### src/rtl/instr_fetch_pkg.sv
// instr_fetch_pkg: shared RISC-V widths, fetch FSM states, boot address and response record
`ifndef RISCV_WORD_WIDTH
`define RISCV_WORD_WIDTH 32
`endif
`ifndef RISCV_ADDR_WIDTH
`define RISCV_ADDR_WIDTH 32
`endif
package instr_fetch_pkg;
   localparam int WORD_W = `RISCV_WORD_WIDTH;
   localparam int ADDR_W = `RISCV_ADDR_WIDTH;
   localparam logic [ADDR_W-1:0] DEF_BOOT_ADDR = ADDR_W'(32'h0000_0080);
   typedef enum logic {FETCH_RUN, FETCH_REDIR_WAIT} fetch_state_e;
   typedef struct packed {
      logic [WORD_W-1:0] word;
      logic [ADDR_W-1:0] addr;
   } fetch_resp_t;
   function automatic logic [ADDR_W-1:0] word_align(input logic [ADDR_W-1:0] a);
      return {a[ADDR_W-1:2], 2'b00};
   endfunction
endpackage

### src/rtl/fetch_resp_fifo.sv
// fetch_resp_fifo: in-order queue of returned instruction words with their word addresses
module fetch_resp_fifo import instr_fetch_pkg::*; #(
   parameter int DEPTH = 2,
   localparam int PW = DEPTH > 1 ? $clog2(DEPTH) : 1,
   localparam int CW = $clog2(DEPTH + 1)
) (
   input  logic          clk,
   input  logic          rst,
   input  logic          push,
   input  logic          pop,
   input  logic          flush,
   input  fetch_resp_t   din,
   output fetch_resp_t   dout,
   output logic [CW-1:0] count,
   output logic          empty,
   output logic          full
);
   localparam logic [PW-1:0] LAST = PW'(DEPTH - 1);
   fetch_resp_t mem [DEPTH];
   logic [PW-1:0] wr_ptr, rd_ptr;
   logic do_push, do_pop;
   assign empty = count == '0;
   assign full = count == CW'(DEPTH);
   assign do_push = push && !flush;
   assign do_pop = pop && !flush && !empty;
   assign dout = mem[rd_ptr];
   // Flush empties the queue and wins over a push or pop in the same cycle
   always_ff @(posedge clk)
      if (rst || flush) begin
         wr_ptr <= '0;
         rd_ptr <= '0;
         count <= '0;
      end else begin
         if (do_push) begin
            mem[wr_ptr] <= din;
            wr_ptr <= wr_ptr == LAST ? '0 : wr_ptr + 1'b1;
         end
         if (do_pop)
            rd_ptr <= rd_ptr == LAST ? '0 : rd_ptr + 1'b1;
         count <= count + CW'(do_push) - CW'(do_pop);
      end
endmodule

### src/rtl/instr_fetch.sv
// instr_fetch: word fetch with bounded in-flight requests, redirect handling and buffer drain
module instr_fetch import instr_fetch_pkg::*; #(
   parameter int                DEPTH     = 2,
   parameter logic [ADDR_W-1:0] BOOT_ADDR = DEF_BOOT_ADDR
) (
   input  logic              clk,
   input  logic              rst,
   input  logic              branch_i,
   input  logic [ADDR_W-1:0] branch_addr_i,
   input  logic              halt_i,
   output logic              instr_req_o,
   output logic [ADDR_W-1:0] instr_addr_o,
   input  logic              instr_gnt_i,
   input  logic              instr_rvalid_i,
   input  logic [WORD_W-1:0] instr_rdata_i,
   output logic              buf_clear_o,
   output logic              buf_read_offset_o,
   output logic              buf_write_en_o,
   output logic [WORD_W-1:0] buf_instr_o,
   output logic [ADDR_W-1:0] buf_addr_o,
   input  logic              buf_full_i
);
   localparam int PW = DEPTH > 1 ? $clog2(DEPTH) : 1;
   localparam int CW = $clog2(DEPTH + 1);
   localparam int LW = CW + 1;
   localparam logic [PW-1:0] LAST = PW'(DEPTH - 1);
   localparam logic [CW:0] LIMIT = LW'(DEPTH);
   fetch_state_e state, state_nx;
   logic [ADDR_W-1:0] fetch_addr, fetch_addr_nx, target, target_nx;
   logic [CW-1:0] out_cnt, out_nx, disc_cnt, disc_nx, fifo_cnt;
   logic req_hold, gnt, stall, drop, push, pop, fifo_empty, fifo_full, in_wait;
   logic [ADDR_W-1:0] aq [DEPTH];
   logic [PW-1:0] aq_wr, aq_rd;
   fetch_resp_t fifo_din, fifo_dout;
   assign instr_addr_o = fetch_addr;
   assign buf_instr_o = fifo_dout.word;
   assign buf_addr_o = fifo_dout.addr;
   assign fifo_din = '{word: instr_rdata_i, addr: aq[aq_rd]};
   // Request gate, response routing, redirect bookkeeping and next-state selection
   always_comb begin
      in_wait = state == FETCH_REDIR_WAIT;
      instr_req_o = !rst && (in_wait || req_hold || (!halt_i && {1'b0, out_cnt} + {1'b0, fifo_cnt} < LIMIT));
      gnt = instr_req_o && instr_gnt_i;
      stall = instr_req_o && !instr_gnt_i;
      drop = instr_rvalid_i && disc_cnt != '0;
      push = instr_rvalid_i && !drop && !branch_i;
      buf_write_en_o = !rst && !fifo_empty && !branch_i;
      pop = buf_write_en_o && !buf_full_i;
      buf_clear_o = branch_i || rst;
      buf_read_offset_o = rst ? BOOT_ADDR[1] : branch_addr_i[1];
      out_nx = out_cnt + CW'(gnt) - CW'(instr_rvalid_i);
      disc_nx = branch_i ? out_nx : disc_cnt + CW'(gnt && in_wait) - CW'(drop);
      target_nx = branch_i ? branch_addr_i : target;
      state_nx = stall && (branch_i || in_wait) ? FETCH_REDIR_WAIT : FETCH_RUN;
      fetch_addr_nx = stall ? fetch_addr : (branch_i || in_wait) ? word_align(target_nx) : gnt ? fetch_addr + ADDR_W'(4) : fetch_addr;
   end
   // FSM state, fetch address, redirect target and in-flight counters
   always_ff @(posedge clk)
      if (rst) begin
         state <= FETCH_RUN;
         fetch_addr <= word_align(BOOT_ADDR);
         target <= '0;
         out_cnt <= '0;
         disc_cnt <= '0;
         req_hold <= 1'b0;
      end else begin
         state <= state_nx;
         fetch_addr <= fetch_addr_nx;
         target <= target_nx;
         out_cnt <= out_nx;
         disc_cnt <= disc_nx;
         req_hold <= stall;
      end
   // Address tags written at grant and consumed by every response, dropped or not
   always_ff @(posedge clk)
      if (rst) begin
         aq_wr <= '0;
         aq_rd <= '0;
      end else begin
         if (gnt) begin
            aq[aq_wr] <= instr_addr_o;
            aq_wr <= aq_wr == LAST ? '0 : aq_wr + 1'b1;
         end
         if (instr_rvalid_i)
            aq_rd <= aq_rd == LAST ? '0 : aq_rd + 1'b1;
      end
   // A response must always find room; the request gate reserves it at issue time
   always_ff @(posedge clk)
      if (!rst)
         assert (!(push && fifo_full));
   fetch_resp_fifo #(.DEPTH(DEPTH)) u_fifo (
      .clk   (clk),
      .rst   (rst),
      .push  (push),
      .pop   (pop),
      .flush (branch_i),
      .din   (fifo_din),
      .dout  (fifo_dout),
      .count (fifo_cnt),
      .empty (fifo_empty),
      .full  (fifo_full)
   );
endmodule

### config.mk
export PLATFORM = sky130hd
export DESIGN_NAME = instr_fetch
export DESIGN_NICKNAME = d
export VERILOG_FILES = /design/src/rtl/instr_fetch_pkg.sv /design/src/rtl/fetch_resp_fifo.sv /design/src/rtl/instr_fetch.sv
export SDC_FILE = /design/constraint.sdc
export NUM_CORES = 1
export LEC_CHECK = 0
export BUFFER_PORTS_ARGS = -buffer_cell sky130_fd_sc_hd__buf_2
export CORE_MARGIN = 8
export CORE_UTILIZATION = 56
export DETAILED_ROUTE_END_ITERATION = 7
export PLACE_DENSITY = 0.89
export SLEW_MARGIN = 0
export SYNTH_ARGS = -nofsm -noshare
export SYNTH_HDL_FRONTEND = slang
export SYNTH_SLANG_ARGS = --single-unit
### constraint.sdc
create_clock -name clk -period 5.1 [get_ports clk]
set_input_delay 1.02 -clock clk [delete_from_list [all_inputs] [get_ports clk]]
set_output_delay 1.02 -clock clk [all_outputs]
set_load 0.02 [all_outputs]
# After elaboration in Yosys (flattened, before gate mapping)
# Memories as Yosys holds them, arrays and structs flattened. A register that Yosys moved wholly into a read port is not among the register bits.
# Cells that the tools add are included.
# op_classes
add_sub_neg,12
n_lt_le_gt_ge,1
muxes,20
bitwise,1
reduce_logical,30
# ops
operator,count
2-to-1 mux 32 bit,3
adder 32 x 3 -> 32 bit (second input constant),1
2-to-1 mux 1 bit,16
logical AND 1 bit,15
logical NOT 1 bit,7
adder 2 x 1 -> 2 bit,3
subtractor 2 x 1 -> 2 bit,3
adder 1 bit (second input constant),4
logical OR 1 bit,4
nonzero test 2 bit,2
adder 2 x 2 -> 3 bit,1
< comparator 3 x 2 -> 1 bit (second input constant),1
logical NOT 2 bit,1
2-to-1 mux 2 bit,1
AND reduction 2 bit,1
NOT 1 bit,1
# word_totals
reg_bits,76
ramBits,192
in_bits,71
mem_count,2
# mem_list
memory,depth,width,read_ports,rd_clocked_by_memory_dff,write_ports,line,text
u_fifo.mem,2,64,1,1,1,fetch_resp_fifo.sv:19,fetch_resp_t mem [DEPTH];
aq,2,32,1,1,1,instr_fetch.sv:32,logic [ADDR_W-1:0] aq [DEPTH];

# Logic depth before layout (Yosys ltp)
# Gate-level depths: netlist of the first run.
# depth
depth_word,10
mapped_depth,12
ltp_nobuf,12

# By module
# From an unflattened synthesis of the first run, not the netlist that was laid out.
# hier_totals
hier_cells,763
hier_area_um2,10644.0
# by_module_without_submodules
mod,instances,cells_per_inst,area_each_um2,seq_area_each_um2
instr_fetch,1,540,5745.5,3183.1
fetch_resp_fifo,1,223,4898.4,3943.8

# Least setup slack after synthesis of the first run
# Ideal clock, no wire load.
# synth_timing
kind,in2reg
from,in branch_i
to,"mem u_fifo.mem[0][10] (netlist bit), enable pin"
t_arrival_ns,4.041
setup_slack_ns,0.576
path_stages,4
path_cell_list,buf_2 -> nor2_1 -> nand2_1 -> nor2_1
# synth_via
elab_chain_cells,6
elab_cells_between_ends,7
cone_classes,mux: 3; reduce/logical: 4
# synth_rtl
item,line,text
from (decl),instr_fetch.sv:8,"input logic branch_i,"
logical NOT 1 bit,"fetch_resp_fifo.sv:24, instr_fetch.sv:46",
logical AND 1 bit,instr_fetch.sv:46,push = instr_rvalid_i && !drop && !branch_i;
logical AND 1 bit,fetch_resp_fifo.sv:24,assign do_push = push && !flush;
2-to-1 mux 1 bit,fetch_resp_fifo.sv:34,if (do_push) begin
2-to-1 mux 1 bit (*),fetch_resp_fifo.sv:29,if (rst || flush) begin
2-to-1 mux 1 bit (implied by the code) (*),fetch_resp_fifo.sv:35,mem[wr_ptr] <= din;
to (decl),fetch_resp_fifo.sv:19,
# Every way passes the cells marked *; elsewhere a longest branch is shown, timed or not.

==> results of run 1 <==
registers in the layout, indices dropped and copies added, names as in the netlist, named ones only:
register	flops
u_fifo.mem	124
target	30
aq_rd	1
in_wait	1
instr_addr_o	30
out_cnt	2
disc_cnt	2
aq	60
u_fifo.rd_ptr	1
req_hold	1
u_fifo.count	2
u_fifo.wr_ptr	1
aq_wr	1
final timing paths:
check | from | endpoint | slack (ns) | depth (start not counted)
setup / recovery | flop | buf_instr_o[17] | 1.62 | 3
setup reg to reg | u_fifo.count[0] | instr_addr_o[30] | 2.21 | 7
hold reg to reg | target[15] | target[15] | 0.46 | 2
hold / removal | target[15] | target[15] | 0.46 | 2
cell usage in the layout (no fill, tap or decap), types with 11 or more instances in the layout:
master,synthesis,final
mux2_2,92,92
nand2_1,43,43
nor2_1,50,48
dfxtp_1,74,73
mux2i_1,26,26
nand3_1,11,11
o21ai_0,22,22
a21oi_1,33,33
buf_2,7,165
inv_1,14,14
edfxtp_1,184,184
clkbuf_16,0,27
layout make-up:
class / count / share of cell area [%]
clock inverters: 14 / 1.01
multi-input cells: 425 / 25.9
inverters: 15 / 0.469
repair buffers: 175 / 7.33
clock buffers: 34 / 5.88
flip-flops and latches: 258 / 57.1
well taps: 234 / 2.38
critical path: cells and delay by family, from the launching register on:
family / cells / cell delay [ns]
mux: 1 / 0.39
buf+inv: 2 / 0.64
flops: 1 / 0.88
report_power, final:
part	switching (mW)	leakage [nW]	internal (mW)
combinational	0.289	1.87	0.180
clock	0.759	0.412	1.10
sequential	0.0775	2.29	2.36
total	1.12	4.57	3.64
stage by stage:
step | setup WS (ns) | utilization, % | cells
global placement | 1.88 | 61.8 | 1107
floorplan | 0.576 | - | 746
CTS | 1.53 | 66.3 | 1155
detailed placement | 1.81 | 61.8 | 1107
finish | 1.62 | 66.3 | 1155
global route | 1.45 | 66.3 | 1155
per-layer routing:
layer	part of all wire (%)	up-vias	routed length (um)
met3	9.4	46	2130
met4	2.2	0	496
met2	46	347	10500
met1	42	3207	9550
li1	-	3102	-
met5	0	-	0
cell families (layout without fill, tap and decap cells):
| logic type | Yosys count | count (layout) |
|---|---|---|
| compound gates | 121 | 121 |
| xor+xnor | 10 | 10 |
| simple gates | 164 | 164 |
| flops | 258 | 258 |
| buf+inv | 63 | 238 |
| fa+ha+maj | 8 | 8 |
| other cells | 1 | 4 |
| mux | 118 | 118 |
==> impl_metrics.toml, run 1 <==
[worst_setup_path]
crit_required_ns = 4.08
critPathCaptureType = "primary output"
crit_fanout = 35
crit_chain = "buf_4 > mux2_2 > buf_2"
cpMaxStageDelayCell = "dfxtp_2"
worst-endpoint-arrival_ns = 2.46
critPathMaxStageDelay_ns = 0.88
crit_path_start_kind = "flop"
setup.worst_path.class = "flop to primary output"

[clock_tree]
cts_hold_buf = 0
cts_resized = 0
cts_setup_buffers = 0
cts_buffers = 26
clkTransAtPathRegs_ns = 0.06
htree_levels = 1
cts_tree = "yes"
cts_sinks = 258
clock_latency_ns = 0.52
clockBufferDepth = 3
cts-root-buf = "clkbuf_16"

[yosys]
synth-xor-area-share_pct = 0.837
yosysSeqAreaShare_pct = 67.0
synthFlopType = "edfxtp_1"
muxShareOfSynthArea_pct = 12.4
synth_top_family_by_area = "multiplexers"
ys.warnings.count = 0
yosysTopAreaCellShare_pct = 52.8
syn_avg_cell_area_um2 = 14.1
synth_compound_area_share_pct = 8.06
synth_area_leader_cell = "edfxtp_1"
synth_fa_ha_area_share_pct = 1.03
synth_seq_cells = 258
synthSimpleGateAreaFrac_pct = 7.80
synth_commonest_cells = "edfxtp_1 (184), mux2_2 (92), dfxtp_1 (74)"
yosys-top-cells-area = "edfxtp_1 (53%), dfxtp_1 (14%), mux2_2 (9.9%)"
synthCells = 743
yosysMostFrequentCell = "edfxtp_1"
synth_edf_count = 184
ys_types = 73
ys_async_sr_fraction_pct = 0
syn-cell-area_um2 = 10500

[grt]
grt_most_used_layer = "met2"
grt_overflow = 0
grt_pass1_wl_um = 35800
antenna_found_initial = 0
grt_max_degree = 51
gr-usage-all-layers_pct = 18.8
grt_use_met1_pct = 25.1
gr-usage-met2_pct = 30.3
gr-usage-met3_pct = 4.79
grt_pass1_vias = 6546

[sta]
fmax_mhz = 287
rsz0062_at_grt = "no"
fin_hold_ws_ns = 0.463
worstMarginPinSlew_ns = 0.904
fin_tns_setup_ns = 0
slew-limit-headroom_pct = 39.7
hold_viol = 0
skew_ns = 0.0114
setup_violations = 0
slew_viol_final = 0
period_share_pct = 68.3
period_minus_slack_ns = 3.48

[pwr]
ir_drop_uv = 289
p_leak_nw = 4.57
finalPower_mw = 4.77
powerDensity_nw_per_um2 = 388

[detailed_routing]
firstDrtPassIters = 6
drt-initial-drc-count = 642
ant_nets = 0
drc_errors = 0
via_per_inst = 5.80
vias = 6702
drt-total-wl_um = 22600
wire_per_inst_um = 19.6

[layout]
final_area_um2 = 12300
syn2layout_area_growth_pct = 17.4
nFillCells = 1268
regArea_um2 = 7010
multiInputGateArea_um2 = 3180
diodes = 0
drive_gt1_share_pct = 35.4
fin_nets = 980

[floorplan]
die_h_um = 153
initial_core_util_pct = 56.5
fp-row-count = 50
dieArea_um2 = 23300
ios = 171
coreArea_um2 = 18500
die_w_um = 153

[place]
post-dp-hpwl_um = 14900
numPortBuffers = 165
gp_congestion = 0.887
placed_area_um2 = 11400

[min_path]
hp-class = "flop to flop"

[flow_run]
max_cap_violations = 0

[outcome]
status = "finished, final reports clean"
(Power assumes the default switching activity.)
==> inputs of run 2 (changes only) <==
--- a/config.mk
+++ b/config.mk
@@ -5,11 +5,12 @@
 export SDC_FILE = /design/constraint.sdc
 export NUM_CORES = 1
 export LEC_CHECK = 0
+export ABC_AREA = 1
 export BUFFER_PORTS_ARGS = -buffer_cell sky130_fd_sc_hd__buf_2
 export CORE_MARGIN = 8
-export CORE_UTILIZATION = 56
+export CORE_UTILIZATION = 51
 export DETAILED_ROUTE_END_ITERATION = 7
-export PLACE_DENSITY = 0.89
+export PLACE_DENSITY = 0.86
 export SLEW_MARGIN = 0
 export SYNTH_ARGS = -nofsm -noshare
 export SYNTH_HDL_FRONTEND = slang
==> constraint.sdc (replaced) <==
create_clock -name clk -period 2.97 [get_ports clk]
set_input_delay 0.594 -clock clk [delete_from_list [all_inputs] [get_ports clk]]
set_output_delay 0.594 -clock clk [all_outputs]
set_load 0.02 [all_outputs]
==> run 2 against run 1 <==
Sequential share of layout area decreased by 2.7 points; power up 79%; via count is 4.6% higher; area after synthesis increased by 3.7%; highest routed layer unchanged; routed wire length rose by 1.1%; sequential power is 72% higher; largest cell class unchanged; clock skew shrank 0.00060 ns; die area increased by 12%; first-iteration DRC count down 14%.
==> impl_metrics.toml, run 2 <==
[sta]
fmax_mhz = 375
finalWorstSetupSlack_ns = 0.306
period_minus_slack_ns = 2.66
skew_ns = 0.0108
setup_violations = 0
rsz0062_at_grt = "no"
worstMarginPinSlew_ns = 0.565
period_share_pct = 89.7
hold_viol = 0
slew_viol_final = 0
slew-limit-headroom_pct = 62.4

[clock_tree]
clkTransAtPathRegs_ns = 0.06
cts_setup_buffers = 0
cts_resized = 0
cts_sinks = 258
htree_levels = 1
cts_buffers = 27
cts-root-buf = "clkbuf_16"
cts_hold_buf = 0
clockBufferDepth = 3
cts_tree = "yes"
clock_latency_ns = 0.52

[grt]
grt_pass1_wl_um = 36200
grt_pass1_vias = 7016
grt_overflow = 0
gr-usage-all-layers_pct = 17.0
antenna_found_initial = 0
grt_max_degree = 63

[worst_setup_path]
r2r_start = "u_fifo.count[0]"
ff2ff_path_depth = 18
rrSetupSlack_ns = 0.31
worst-endpoint-arrival_ns = 3.06
crit_required_ns = 3.37
crit_chain = "nand2_1 > inv_1 > fa_1 > nor2_1 > nand2_1 > nand3_2 > nand2_1 > inv_1 > nand2_1 > ha_1 > inv_1 > ha_1 > xor2_1 > nand2_1 > nand2_1 > nor2_1 > nand2_1 > o21ai_0"
r2r-end = "disc_cnt[1]"
crit_path_start_kind = "flop"
critPathCaptureType = "flop"
worst-path-buf-inv = 3
critPathMaxStageDelay_ns = 0.41
cpMostUsedCell = "nand2_1"
crit_family = "adder cells"
crit_fanout = 5
setup.worst_path.class = "flop to flop"
cpMaxStageDelayCell = "fa_1"

[floorplan]
fp-row-count = 53
coreArea_um2 = 21000
dieArea_um2 = 26200
initial_core_util_pct = 51.8
ios = 171
die_w_um = 162
die_h_um = 162

[yosys]
yosysTopAreaCellShare_pct = 50.9
synth_seq_cells = 258
ys.warnings.count = 0
syn-cell-area_um2 = 10800
synth_area_leader_cell = "edfxtp_1"
yosys-top-cells-area = "edfxtp_1 (51%), dfxtp_1 (14%), mux2_2 (9.6%)"
synthFlopType = "edfxtp_1"
yosysMostFrequentCell = "edfxtp_1"
ys_types = 41
synth_commonest_cells = "edfxtp_1 (184), nor2_1 (131), nand2_1 (130)"
syn_avg_cell_area_um2 = 12.0
yosysSeqAreaShare_pct = 64.6
ys_async_sr_fraction_pct = 0
synth_edf_count = 184
synthCells = 903

[layout]
mostFrequentLayoutCell = "edfxtp_1"
largest_reg_flops = 124
reg_top3 = "u_fifo.mem: 124 flops, aq: 60 flops"
syn2layout_area_growth_pct = 19.0
final_area_um2 = 12900
layout_common_cells = "edfxtp_1 (184), buf_2 (165), nand2_1 (130), nor2_1 (128), mux2_2 (92)"
regMostFlops = "u_fifo.mem"
fin_nets = 1153
diodes = 0
drive_gt1_share_pct = 32.3

[detailed_routing]
drt-initial-drc-count = 553
firstDrtPassIters = 5
via_per_inst = 5.12
drc_errors = 0
vias = 7011
drt-total-wl_um = 22900
ant_nets = 0
wire_per_inst_um = 16.7

[outcome]
status = "finished, final reports clean"

[min_path]
holdPathEnd = "u_fifo.mem[0][39]"
min_from = "instr_rdata_i[7]"
hold_path_depth = 1
hp-class = "input port to flop"

[place]
numPortBuffers = 165
pre_cts_ws_ns = 0.382
post-dp-hpwl_um = 15200
gp_congestion = 0.856
placed_area_um2 = 12000

[pwr]
clkPwrFrac_pct = 41.1
power.internal_mw = 6.57
p_switching_mw = 1.96
power_frac_comb_pct = 9.8
seqPwrFrac_pct = 49.1
swShare_pct = 23.0
p_leak_nw = 5.05
ir_drop_uv = 610
powerDensity_nw_per_um2 = 661

[flow_run]
max_cap_violations = 0
==> run 2: changes by cell type in the layout (fill, tap and decap cells not counted), moves of 7 or more <==
cell     change
nand2_1     +87
nor2_1      +80
inv_1       +47
nand3_1     +22
o21a_1      +13
mux2i_1     -12
nor2_4       +8
or2_1        +8
or2_2        +8
nor3_1       -7
==> run 2: per-layer routing <==
metal / share of wire, % / vias up / wire length [um] / global-route usage (%)
met1: 44 / 3293 / 10100 / 22.1
met3: 7.2 / 47 / 1640 / 3.82
li1: - / 3423 / - / -
met2: 46 / 248 / 10600 / 27.8
met5: 0 / - / 0 / 0
met4: 2.2 / 0 / 503 / 5.43
==> run 2: worst max path at each step <==
stage                     from           to  slack (ns)  depth (start not counted)
6_report       u_fifo.count[0]  disc_cnt[1]        0.31                         18
5_1_grt        u_fifo.count[0]  disc_cnt[1]        0.05                         18
4_1_cts        u_fifo.count[0]  instr_req_o        0.30                          9
3_5_place_dp   u_fifo.count[0]  disc_cnt[1]        0.38                         18
3_3_place_gp   u_fifo.count[0]  disc_cnt[1]        0.45                         18
2_1_floorplan  u_fifo.count[0]    aq[0][10]       -0.21                         10
==> run 2: final cells by class <==
type	count	area (um^2)
clock inverter	10	179
tap	275	344
inverter	66	253
timing repair buffer	176	946
sequential	258	7010
multi-input combinational	545	3410
clock buffer	39	761
fill	1619	8050
==> run 2: cell families (layout without fill, tap and decap cells) <==
group | count (synthesis) | after routing | share of synthesized area, %
compound gates | 74 | 74 | 4.03
xor+xnor | 13 | 13 | 1.05
fa+ha+maj | 8 | 8 | 0.992
buf+inv | 103 | 291 | 4.36
flops | 258 | 258 | 64.6
mux | 106 | 106 | 10.8
other cells | 1 | 4 | 0.0346
simple gates | 340 | 340 | 14.1
==> run 2: power groups by stage <==
| stage | Sequential, mW | Combinational, mW | Clock [mW] |
|---|---|---|---|
| after floorplan | 4.27 | 0.542 | 0 |
| after global placement | 4.25 | 0.804 | 0 |
| after detailed placement | 4.26 | 0.830 | 0 |
| after CTS | 4.19 | 0.838 | 3.58 |
| after global routing | 4.21 | 0.921 | 3.71 |
| final | 4.19 | 0.833 | 3.51 |
==> run 2: stage by stage <==
step | hold slack (ns) | TNS (ns) | total power [mW] | util, % | std cells
global placement | 0.469 | 0 | 5.05 | 57.1 | 1320
global route | 0.247 | 0 | 8.84 | 61.6 | 1369
CTS | 0.239 | 0 | 8.61 | 61.6 | 1369
finish | 0.263 | 0 | 8.53 | 61.6 | 1369
detailed placement | 0.484 | 0 | 5.09 | 57.1 | 1320
floorplan | 0.450 | -12.78 | 4.81 | - | 906
==> inputs of run 3 (changes only) <==
--- a/config.mk
+++ b/config.mk
@@ -10,8 +10,10 @@
 export CORE_MARGIN = 8
 export CORE_UTILIZATION = 51
 export DETAILED_ROUTE_END_ITERATION = 7
+export GPL_ROUTABILITY_DRIVEN = 0
 export PLACE_DENSITY = 0.86
 export SLEW_MARGIN = 0
 export SYNTH_ARGS = -nofsm -noshare
 export SYNTH_HDL_FRONTEND = slang
+export SYNTH_HIERARCHICAL = 1
 export SYNTH_SLANG_ARGS = --single-unit
==> run 3 against run 2 <==
Clock power decreased by 10%; global-route usage down 0.58 points; sequential share of layout area down 0.23 points; die area is 3.8% higher; core utilization is 1.2 points lower.
==> impl_metrics.toml, run 3 <==
[layout]
diodes = 0
fin_nets = 1181
final_area_um2 = 13200
layout_common_cells = "edfxtp_1 (188), buf_2 (167), nand2_1 (149), nor2_1 (129), dfxtp_1 (73)"
syn2layout_area_growth_pct = 16.6
finalNonFillerCells = 1402
utilization_pct = 60.4
drive_gt1_share_pct = 31.2
reg_top3 = "u_fifo/mem: 128 flops, aq: 60 flops"
largest_reg_flops = 128
regMostFlops = "u_fifo/mem"
mostFrequentLayoutCell = "edfxtp_1"

[worst_setup_path]
worst-path-buf-inv = 3
crit_path_start_kind = "flop"
setup.worst_path.class = "flop to primary output"
crit_fanout = 4
crit_required_ns = 2.38
critPathMaxStageDelay_ns = 0.41
critPathLaunch = "u_fifo/count[0]"
critPathCaptureType = "primary output"
cpMostUsedCell = "nand2_1"
crit_chain = "nand2_1 > inv_1 > fa_1 > nor2_1 > nand2_1 > nand3_1 > nand2_1 > inv_1 > buf_2"
r2r_start = "u_fifo/count[0]"
cpMaxStageDelayCell = "fa_1"
worst-endpoint-arrival_ns = 2.07
crit_family = "simple AND/OR/NAND/NOR gates"

[detailed_routing]
wire_per_inst_um = 16.6
drt-initial-drc-count = 627
firstDrtPassIters = 5
via_per_inst = 5.14
vias = 7212
drt-total-wl_um = 23200
drc_errors = 0
ant_nets = 0

[grt]
grt_max_degree = 65
grt_overflow = 0
grt_pass1_wl_um = 35800
gr-usage-all-layers_pct = 16.4
grt_pass1_vias = 6945
antenna_found_initial = 0

[floorplan]
fp-row-count = 54
ios = 171
initial_core_util_pct = 51.8
coreArea_um2 = 21800
die_w_um = 165
die_h_um = 165
dieArea_um2 = 27200

[pwr]
p_leak_nw = 5.14
finalPower_mw = 8.18
ir_drop_uv = 419
powerDensity_nw_per_um2 = 621

[outcome]
status = "finished, final reports clean"

[sta]
fmax_mhz = 375
hold_viol = 0
worstMarginPinSlew_ns = 0.650
slew_viol_final = 0
rsz0062_at_grt = "no"
skew_ns = 0.00630
setup_violations = 0
slew-limit-headroom_pct = 56.7
period_minus_slack_ns = 2.67
period_share_pct = 89.8

[clock_tree]
clock_latency_ns = 0.52
cts_resized = 0
cts_tree = "yes"
clkTransAtPathRegs_ns = 0.06
cts_sinks = 262
cts-root-buf = "clkbuf_16"
clockBufferDepth = 3
cts_buffers = 26
htree_levels = 1
cts_setup_buffers = 0
cts_hold_buf = 0

[place]
placed_area_um2 = 12400
numPortBuffers = 167
post-dp-hpwl_um = 15800
dpl.cell_count = 1354

[yosys]
syn-cell-area_um2 = 11300
synthCells = 929
syn_avg_cell_area_um2 = 12.2
ys.warnings.count = 6

[flow_run]
max_cap_violations = 0

[min_path]
min_from = "instr_rdata_i[0]"
hp-class = "input port to flop"
[run 3: metal layers]
layer | vias to the layer above | track usage, % | share of wire (%)
li1 | 3496 | - | -
met1 | 3368 | 21.3 | 42
met2 | 298 | 26.7 | 46
met3 | 50 | 3.74 | 8.5
met4 | 0 | 5.61 | 3.0
met5 | - | 0 | 0
[run 3: where the power goes]
group          switching (mW)  internal [mW]
sequential              0.148           4.10
clock                    1.31           1.83
combinational           0.493          0.300
[run 3: final cells by class]
type                            instances  area (um^2)
Clock buffer                           31          691
Clock inverter                         17          138
Fill cell                            1681         8640
Inverter                               70          265
Multi-Input combinational cell        566         3670
Sequential cell                       262         7130
Tap cell                              280          350
Timing Repair Buffer                  176          941
[run 3: path summary, 6_finish.rpt]
kind | to | slack [ns] | cells after the start
setup reg to reg | disc_cnt[1] | 0.43 | 16
hold reg to reg | target[6] | 0.50 | 2
hold / removal | u_fifo/mem[1][32] | 0.26 | 1
setup / recovery | instr_req_o | 0.30 | 9
[run 3: metrics by stage]
step                      TNS, ns  setup slack, ns  hold WS [ns]
after floorplan            -32.58           -0.205         0.450
after global placement          0            0.569         0.473
after detailed placement        0            0.442         0.489
after CTS                       0            0.278         0.235
after global routing            0            0.140         0.238
final                           0            0.304         0.258
